==> config.mk <==
export PLATFORM = sky130hd
export DESIGN_NAME = imem_loader_flat
export DESIGN_NICKNAME = d
export VERILOG_FILES = /design/src/rtl/imem_loader_pkg.sv /design/src/rtl/imem_loader_if.sv /design/src/rtl/imem_loader_byte_packer.sv /design/src/rtl/imem_loader.sv /design/src/flat_wrapper.sv
export SDC_FILE = /design/constraint.sdc
export NUM_CORES = 1
export LEC_CHECK = 0
export BUFFER_PORTS_ARGS = -buffer_cell sky130_fd_sc_hd__buf_2
export CAP_MARGIN = 20
export CORE_MARGIN = 2
export CORE_UTILIZATION = 24
export DETAILED_ROUTE_END_ITERATION = 16
export PLACE_DENSITY = 0.38
export SYNTH_ARGS = -nofsm -noshare
export SYNTH_HDL_FRONTEND = slang
export SYNTH_SLANG_ARGS = --single-unit
export TNS_END_PERCENT = 5
==> constraint.sdc <==
create_clock -name clk -period 3.62 [get_ports clk]
set_input_delay 0.543 -clock clk [delete_from_list [all_inputs] [get_ports clk]]
set_output_delay 0.543 -clock clk [all_outputs]
set_load 0.005 [all_outputs]
==> src/rtl/imem_loader_pkg.sv <==
// rtl/imem_loader_pkg.sv - shared types and constants for the instruction-memory loader
package imem_loader_pkg;

    localparam int IMEM_ADDR_W = 12;

    typedef enum logic [2:0] {
        ST_IDLE   = 3'd0,
        ST_CNT_HI = 3'd1,
        ST_CNT_LO = 3'd2,
        ST_BYTE   = 3'd3,
        ST_WRITE  = 3'd4,
        ST_DONE   = 3'd5,
        ST_ERR    = 3'd6
    } state_e;

    // Keeps only the significant byte-address bits of instruction memory.
    function automatic logic [31:0] addr_mask(input int aw);
        return (aw >= 32) ? 32'hFFFF_FFFF : ((32'd1 << aw) - 32'd1);
    endfunction

endpackage

==> src/rtl/imem_loader_if.sv <==
// rtl/imem_loader_if.sv - byte-stream input and instruction-memory write bus of the loader
interface imem_loader_if;

    logic [7:0]  rx_data;
    logic        rx_valid;
    logic        rx_ready;
    logic [31:0] Address;
    logic [31:0] D_In;
    logic        im_cs;
    logic        im_wr;
    logic        im_rd;

    modport master (
        input  rx_data, rx_valid,
        output rx_ready, Address, D_In, im_cs, im_wr, im_rd
    );

    modport slave (
        output rx_data, rx_valid,
        input  rx_ready, Address, D_In, im_cs, im_wr, im_rd
    );

endinterface

==> src/rtl/imem_loader_byte_packer.sv <==
// rtl/imem_loader_byte_packer.sv - assembles four accepted bytes into a big-endian word
module imem_loader_byte_packer (
    input  logic        clk,
    input  logic        rst,
    input  logic        clear_i,
    input  logic        byte_valid_i,
    input  logic [7:0]  byte_data_i,
    output logic [31:0] word_o,
    output logic        word_ready_o
);

    logic [23:0] shift_q;
    logic [1:0]  cnt_q;

    always_ff @(posedge clk or posedge rst) begin
        if (rst) begin
            shift_q <= '0;
            cnt_q   <= '0;
        end else if (clear_i) begin
            shift_q <= '0;
            cnt_q   <= '0;
        end else if (byte_valid_i) begin
            shift_q <= {shift_q[15:0], byte_data_i};
            cnt_q   <= cnt_q + 2'd1;
        end
    end

    // The fourth byte completes the word in the same cycle it is accepted.
    assign word_o       = {shift_q, byte_data_i};
    assign word_ready_o = byte_valid_i && !clear_i && (cnt_q == 2'd3);

endmodule

==> src/rtl/imem_loader.sv <==
// rtl/imem_loader.sv - boot-time loader writing a counted big-endian word stream into instruction memory
module imem_loader
    import imem_loader_pkg::*;
#(
    parameter int ADDR_W    = IMEM_ADDR_W,
    parameter int BASE_ADDR = 0,
    parameter int MAX_WORDS = 1024
) (
    input  logic          clk,
    input  logic          reset,
    input  logic          start,
    imem_loader_if.master bus,
    output logic          cpu_hold,
    output logic          busy,
    output logic          done,
    output logic          err
);

    localparam logic [31:0] ADDR_MASK = addr_mask(ADDR_W);

    if (((BASE_ADDR % 4) != 0) || ((MAX_WORDS * 4 + BASE_ADDR) > (1 << ADDR_W))) begin : g_cfg_check
        $error("imem_loader: BASE_ADDR unaligned or load region exceeds instruction memory");
    end

    state_e      state_q, state_d;
    logic [15:0] count_q, count_d;
    logic [15:0] index_q, index_d;
    logic [31:0] addr_q, addr_d;
    logic [31:0] din_q, din_d;
    logic        rx_ready_q, wr_q, hold_q, busy_q, done_q, err_q;

    logic        accept;
    logic        pk_clear;
    logic        pk_valid;
    logic        pk_ready;
    logic [31:0] pk_word;

    assign accept   = bus.rx_valid && rx_ready_q;
    assign pk_valid = accept && (state_q == ST_BYTE);

    imem_loader_byte_packer u_packer (
        .clk          (clk),
        .rst          (reset),
        .clear_i      (pk_clear),
        .byte_valid_i (pk_valid),
        .byte_data_i  (bus.rx_data),
        .word_o       (pk_word),
        .word_ready_o (pk_ready)
    );

    always_comb begin
        state_d  = state_q;
        count_d  = count_q;
        index_d  = index_q;
        addr_d   = addr_q;
        din_d    = din_q;
        pk_clear = 1'b0;
        case (state_q)
            ST_IDLE, ST_DONE, ST_ERR: begin
                if (start) begin
                    state_d  = ST_CNT_HI;
                    index_d  = '0;
                    pk_clear = 1'b1;
                end
            end
            ST_CNT_HI: begin
                if (accept) begin
                    count_d[15:8] = bus.rx_data;
                    state_d       = ST_CNT_LO;
                end
            end
            ST_CNT_LO: begin
                if (accept) begin
                    count_d = {count_q[15:8], bus.rx_data};
                    if (count_d == 16'd0)
                        state_d = ST_DONE;
                    else if ({16'd0, count_d} > 32'(MAX_WORDS))
                        state_d = ST_ERR;
                    else
                        state_d = ST_BYTE;
                end
            end
            ST_BYTE: begin
                // Address and data are captured here so they hold steady through WRITE and after.
                if (pk_ready) begin
                    din_d   = pk_word;
                    addr_d  = (32'(BASE_ADDR) + {14'd0, index_q, 2'b00}) & ADDR_MASK;
                    state_d = ST_WRITE;
                end
            end
            ST_WRITE: begin
                index_d = index_q + 16'd1;
                state_d = (index_d == count_q) ? ST_DONE : ST_BYTE;
            end
            default: state_d = ST_IDLE;
        endcase
    end

    always_ff @(posedge clk or posedge reset) begin
        if (reset) begin
            state_q    <= ST_IDLE;
            count_q    <= '0;
            index_q    <= '0;
            addr_q     <= '0;
            din_q      <= '0;
            rx_ready_q <= 1'b0;
            wr_q       <= 1'b0;
            hold_q     <= 1'b0;
            busy_q     <= 1'b0;
            done_q     <= 1'b0;
            err_q      <= 1'b0;
        end else begin
            state_q    <= state_d;
            count_q    <= count_d;
            index_q    <= index_d;
            addr_q     <= addr_d;
            din_q      <= din_d;
            rx_ready_q <= state_d inside {ST_CNT_HI, ST_CNT_LO, ST_BYTE};
            wr_q       <= (state_d == ST_WRITE);
            hold_q     <= state_d inside {ST_CNT_HI, ST_CNT_LO, ST_BYTE, ST_WRITE, ST_ERR};
            busy_q     <= state_d inside {ST_CNT_HI, ST_CNT_LO, ST_BYTE, ST_WRITE};
            done_q     <= (state_d == ST_DONE);
            err_q      <= (state_d == ST_ERR);
        end
    end

    assign bus.rx_ready = rx_ready_q;
    assign bus.Address  = addr_q;
    assign bus.D_In     = din_q;
    assign bus.im_cs    = wr_q;
    assign bus.im_wr    = wr_q;
    assign bus.im_rd    = 1'b0;
    assign cpu_hold     = hold_q;
    assign busy         = busy_q;
    assign done         = done_q;
    assign err          = err_q;

endmodule

==> src/flat_wrapper.sv <==
// flat-port wrapper written by rule: the top's interface ports become plain ports
module imem_loader_flat import imem_loader_pkg::*;
#(
    parameter int ADDR_W    = IMEM_ADDR_W,
    parameter int BASE_ADDR = 0,
    parameter int MAX_WORDS = 1024
)
  (clk, reset, start, cpu_hold, busy, done, err, bus_rx_data, bus_rx_valid, bus_rx_ready, bus_Address, bus_D_In, bus_im_cs, bus_im_wr, bus_im_rd);
  imem_loader_if bus_i ();
  input  logic clk;
  input  logic reset;
  input  logic start;
  output logic cpu_hold;
  output logic busy;
  output logic done;
  output logic err;
  input wire logic [$bits(bus_i.rx_data)-1:0] bus_rx_data;
  input wire logic [$bits(bus_i.rx_valid)-1:0] bus_rx_valid;
  output wire logic [$bits(bus_i.rx_ready)-1:0] bus_rx_ready;
  output wire logic [$bits(bus_i.Address)-1:0] bus_Address;
  output wire logic [$bits(bus_i.D_In)-1:0] bus_D_In;
  output wire logic [$bits(bus_i.im_cs)-1:0] bus_im_cs;
  output wire logic [$bits(bus_i.im_wr)-1:0] bus_im_wr;
  output wire logic [$bits(bus_i.im_rd)-1:0] bus_im_rd;
  assign bus_i.rx_data = bus_rx_data;
  assign bus_i.rx_valid = bus_rx_valid;
  assign bus_rx_ready = bus_i.rx_ready;
  assign bus_Address = bus_i.Address;
  assign bus_D_In = bus_i.D_In;
  assign bus_im_cs = bus_i.im_cs;
  assign bus_im_wr = bus_i.im_wr;
  assign bus_im_rd = bus_i.im_rd;
  imem_loader #(.ADDR_W(ADDR_W), .BASE_ADDR(BASE_ADDR), .MAX_WORDS(MAX_WORDS)) u_core (.clk(clk), .reset(reset), .start(start), .bus(bus_i), .cpu_hold(cpu_hold), .busy(busy), .done(done), .err(err));
endmodule
After elaboration in Yosys (flattened, before gate mapping)
Cells that the tools add are included.

Memory bits (read-only): 0. Bits in registers: 109. Memories kept: 0. Word-level logic and storage cells: 68. Bits in latches: 0. RAM bits: 0.

Bitwise operators: 1. Shifts and indexed selects: 0. Muxes and demuxes: 18. Reductions and logical operators: 17. Magnitude comparators: 1. Multipliers: 0. Add/subtract/negate cells: 2. Div/mod/pow operators: 0. Eq/ne operators: 15.

Operators by type and width (count): two-way mux 24 bit (2); case mux 16 bit (2 select lines) (1); two-way mux 3 bit (7); equality test 3 bit, second input constant (6); adder 16 x 1 -> 16 bit, second input constant (1); equality test 16 bit (1); greater-than comparator 16 x 11 -> 1 bit, second input constant (1); zero test 16 bit (1); two-way mux 16 bit (1); case mux 8 bit (2 select lines) (1); case mux 3 bit (5 select lines) (1); equality test 3 x 2 -> 1 bit, second input constant (4); two-way mux 8 bit (1); equality test 3 x 1 -> 1 bit, second input constant (2); AND reduction 2 bit (3); nonzero test 5 bit (1); logical AND 1 bit (4); two-way mux 2 bit (2); nonzero test 2 bit (2); nonzero test 4 bit (1); zero test 3 bit (1); AND reduction 3 bit (1); nonzero test 3 bit (1); OR reduction 3 bit (1); 6 further kinds (7).

Depth between registers and ports, before layout
Depth in word-level cells: 10. Gate-level depth with buffers: 9.

Hierarchy
Synthesis repeated with hierarchy kept, for this count alone.

Cells, all modules: 479. Area total of the unflattened synthesis: 5400.2 um^2.

Modules (own cells, without submodules): imem_loader (times used 1, area an instance 4240.3 um^2, cells an instance 383, seq. area each 2077.0 um^2); imem_loader_byte_packer (times used 1, area an instance 1159.9 um^2, cells an instance 96, seq. area each 650.6 um^2).

Worst setup path after synthesis
Ideal clock, no wire load.

Path type: register -> register. Start: register u_core.index_q[0]. End: register u_core.hold_q (netlist: u_core.cpu_hold). Arrival: 2.346 ns. Path slack: 1.150 ns. Buffers on the path: 0. Stages on the path, launching flop included: 9. Setup time: 0.124 ns. Cell sequence: dfrtp_1 ha_1 nand3_2 nor4_4 and2_2 o41a_1 a2111oi_4 a21boi_2 a211o_1.

Word-level cells in the longest chain between the ends: 6. Elaborated cells on any way between the ends: 10.

Ends and longest elaborated chain: start, declared (line imem_loader.sv:27) `logic [15:0] index_q, index_d;`; start signal, assigned (line imem_loader.sv:115) `index_q <= index_d;`; adder 16 x 1 -> 16 bit (*) (line imem_loader.sv:92) `index_d = index_q + 16'd1;`; equality test 16 bit (*) (line imem_loader.sv:93) `state_d = (index_d == count_q) ? ST_DONE : ST_BYTE;`; two-way mux 3 bit (*) (line imem_loader.sv:93); case mux 3 bit (5 select lines) (*) (line imem_loader.sv:58) `case (state_q)`; equality test 3 x 1 -> 1 bit (tied with other cells) (line imem_loader.sv:120) `hold_q <= state_d inside {ST_CNT_HI, ST_CNT_LO, ST_BYTE, ST_WRITE, ST_ERR};`; nonzero test 5 bit (*) (line imem_loader.sv:120); end signal, assigned (line imem_loader.sv:120); end, declared (line imem_loader.sv:30) `logic rx_ready_q, wr_q, hold_q, busy_q, done_q, err_q;`.

Every way passes the cells marked *; elsewhere a longest branch is shown, timed or not. A chain may end at the register's enable or synchronous reset.

Worst setup path after layout
Same ends and word-level chain as after synthesis.

==> metrics.md <==
| Metric | Value |
|---|---|
| Post-route clock period utilization | 0.785 |
| Number of nets in the layout | 508 |
| Final setup TNS | 0 ns |
| Number of top-level design ports | 84 |
| Min setup slack post-route | 0.778 ns |
| Normalized max-slew margin | 0.381 |
| Overall die width | 151 um |
| Number of different library cells in the post-synthesis netlist | 63 |
| RSZ-0062 raised after global routing | no |
| Largest net degree at the start of global routing | 63 |
| Static leakage power | 2.85 nW |
| Total iterations of the first detailed-routing run | 4 |
| Maximum clock rate | 352 MHz |
| Via count of the first global-routing pass | 3,489 |
| Average routed wire per standard cell | 16.8 um |
| Most common library cells after synthesis | dfrtp_1, mux2_2, buf_4 |
| Worst EP required | 3.85 ns |
| IR Drop Worst-Case VDD | 0.240 mV |
| Minimum period implied by the final worst setup slack | 2.84 ns |
| Worst Tran Pin Value | 0.923 ns |
| Leading register cell type out of synthesis | dfrtp_1 |
| Clock transition at the registers of the reported paths | 0.08 ns |
| Initial core utilization | 0.246 |
| Number of synthesized flops with an enable pin | 0 |
| Number of H-tree branching levels | 3 |
| Share of the core filled with cells in the final layout | 0.283 |
| Critical path depth in cells | 8 |
| Average instance area after synthesis | 11.8 um2 |
| Overall track demand over capacity in global routing | 0.118 |
| Resized Gates After CTS | 0 |
| Diodes inserted | 0 |
| Placement Rows | 53 |
| Number of design rule violations left after detail routing | 0 |
| Synth-to-layout area growth | 15.1% |
| Gate count after technology mapping | 441 |
| Worst Reg2Reg Path Length in Cells | 8 |
| Launch point of the worst reg-to-reg path | u_core.index_q[0] |
| Hold Path Class | in -> async |
| Peak per-stage delay on the critical path | 0.51 ns |
| Number of buffers inserted by port buffering | 60 |
| Worst hold margin | 0.336 ns |
| Type of destination of the critical path | flop |
| Critical path peak fanout | 8 |
| CTS Buffer Depth | 2 |
| Clock tree from TritonCTS | built |
| Antenna Violating Nets Remaining | 0 |
| Cell Area, Synth | 0.00520 mm2 |
| Number of antenna violations at the first check in global routing | 0 |
| Worst-Skew Late Latency | 0.35 ns |
| Startpoint of the most critical setup path | u_core.index_q[0] |
| Vert. Die Dim | 151 um |
| Number of violations reported at the end of detailed-routing iteration 0 | 179 |
| Biggest area contributors in the synthesized netlist | dfrtp_1, mux2_2, a22o_1 |
| Warning count from the yosys run | 0 |
| Overflow after GRT | 0 |
| Number of buffers and inverters on the critical path | 0 |
| Cells along the critical path | ha_1, nand3_2, nor4_4, and2_2, o211ai_1, a2111oi_4, a21boi_2, a211o_1 |
| Wire length of the first global-routing pass | 20.4 mm |
| Post-detailed-routing wire length | 13.0 mm |
| Core Area | 0.0212 mm2 |
| Top-count cell post-synth | dfrtp_1 |
| Count of hold-fix buffers inserted at cts | 0 |
| Routed via count | 3,484 |
| Routability cong. | 0.806 |
| Path type of the worst setup path | reg -> reg |
| Cell type contributing the most total cell area after synthesis | dfrtp_1 |
| Post-CTS setup-driven buffer insertion count | 0 |
| Final cell count without fillers | 773 |
| CTS root buf | clkbuf_16 |
| Final hold viol count | 0 |
| Share of post-route cells with drive strength above 1 | 0.317 |
| Power density over cell area | 642 mW/mm2 |
| Clock tree sinks | 109 |
| Die ar. | 0.0229 mm2 |
| Placed Cells | 758 |
| Endpoint arrival time on the critical path | 3.08 ns |
| Setup violators final | 0 |
| Slowest CP cell | dfrtp_1 |
| Reg-to-reg setup timing slack | 0.78 ns |
| Post-synth ARST share | 1.00 |
| Worst flop-to-flop path endpoint | u_core.cpu_hold |
| Detailed-route vias per instance | 4.51 |
| Family with the most delay on the worst path | compound AO/OA/AOI/OAI gates |
| Number of max-slew violations in the final report | 0 |
| Number of synthesized register bits | 109 |
| CP Launch Type | flop |
| Half-perimeter wire length after detailed placement | 9.11 mm |
| Total clock buffers created by CTS | 9 |
| Reported max-cap violation count | 0 |
| Proportion of synthesized chip area in sequential cells | 0.524 |
| Setup clock skew after layout | 0.00749 ns |
| Area share of the largest cell type after synthesis | 0.524 |
| Pre-CTS WS | 0.822 ns |
| Outcome | complete, no violations |
-- report_power, final --
part	internal, W	leakage [nW]	switching [W]	total [W]
clock network	0.000480	0.133	0.000491	0.000971
registers	0.00150	1.46	0.000311	0.00182
logic	0.000532	1.26	0.000526	0.00106
total	0.00252	2.85	0.00133	0.00384
-- registers in the layout, indices dropped and copies added, names as in the netlist --
| signal | count |
|---|---|
| u_core.busy | 1 |
| u_core.count_q | 16 |
| u_core.done | 1 |
| u_core.err | 1 |
| u_core.u_packer.shift_q | 24 |
| u_core.bus.im_cs | 1 |
| u_core.index_q | 16 |
| u_core.bus.Address | 10 |
| u_core.state_q | 3 |
| u_core.cpu_hold | 1 |
| u_core.u_packer.cnt_q | 2 |
| u_core.bus.D_In | 32 |
| u_core.bus.rx_ready | 1 |
-- routing by layer --
metal | track usage | share of wire | up-vias
met2 | 0.185 | 0.47 | 67
li1 | - | - | 1649
met1 | 0.162 | 0.48 | 1757
met3 | 0.0247 | 0.034 | 11
met4 | 0.0393 | 0.014 | 0
met5 | 0 | 0 | -
-- through the flow --
step	instance area, um2	power [W]
after floorplan	5290	0.00254
after global placement	5710	0.00290
after detailed placement	5710	0.00291
after CTS	5990	0.00391
after global routing	5990	0.00410
final	5990	0.00384
-- worst max-delay path by stage --
| stage | to | slack, ns |
|---|---|---|
| 2_1_floorplan | u_core.bus.Address[10] | 0.20 |
| 6_report | u_core.cpu_hold | 0.78 |
| 3_3_place_gp | u_core.busy | 0.91 |
| 3_5_place_dp | u_core.cpu_hold | 0.82 |
| 5_1_grt | u_core.busy | 0.55 |
| 4_1_cts | u_core.cpu_hold | 0.80 |
-- layout by cell type (no fill, tap or decap), drive strengths merged, types with 4 or more instances in the layout --
cell type    n
mux2        56
buf         68
nor4         8
conb        23
and3         5
and2         7
nor3         4
nand3        9
xnor2       16
a22o        27
dfrtp      109
clkbuf       9
o31ai        4
nand4        8
inv         13
nor2        24
nand2       23
xor2         8
a21oi        8
o21ai       28
-- kinds of logic (layout without fill, tap and decap cells) --
group                    after synthesis  in the layout  share of synthesized area
AO/OA/AOI/OAI                         93             93                      0.135
XOR/XNOR                              25             25                     0.0447
adder cells (fa/ha/maj)                2              2                    0.00481
buffers and inverters                 58             93                     0.0630
flip-flops                           109            109                      0.524
multiplexers                          56             56                      0.121
other                                  1             23                   0.000721
AND/OR/NAND/NOR                       97             97                      0.106
-- area by class of cell --
class,count,area (um2)
clock inverter,6,57.6
clock buffer,9,225
sequential,109,2730
fill,2206,15200
timing repair buffer,68,360
tap,275,344
multi-input combinational,296,2230
inverter,10,40.0
Note: power is estimated with default switching activity, not from simulation.
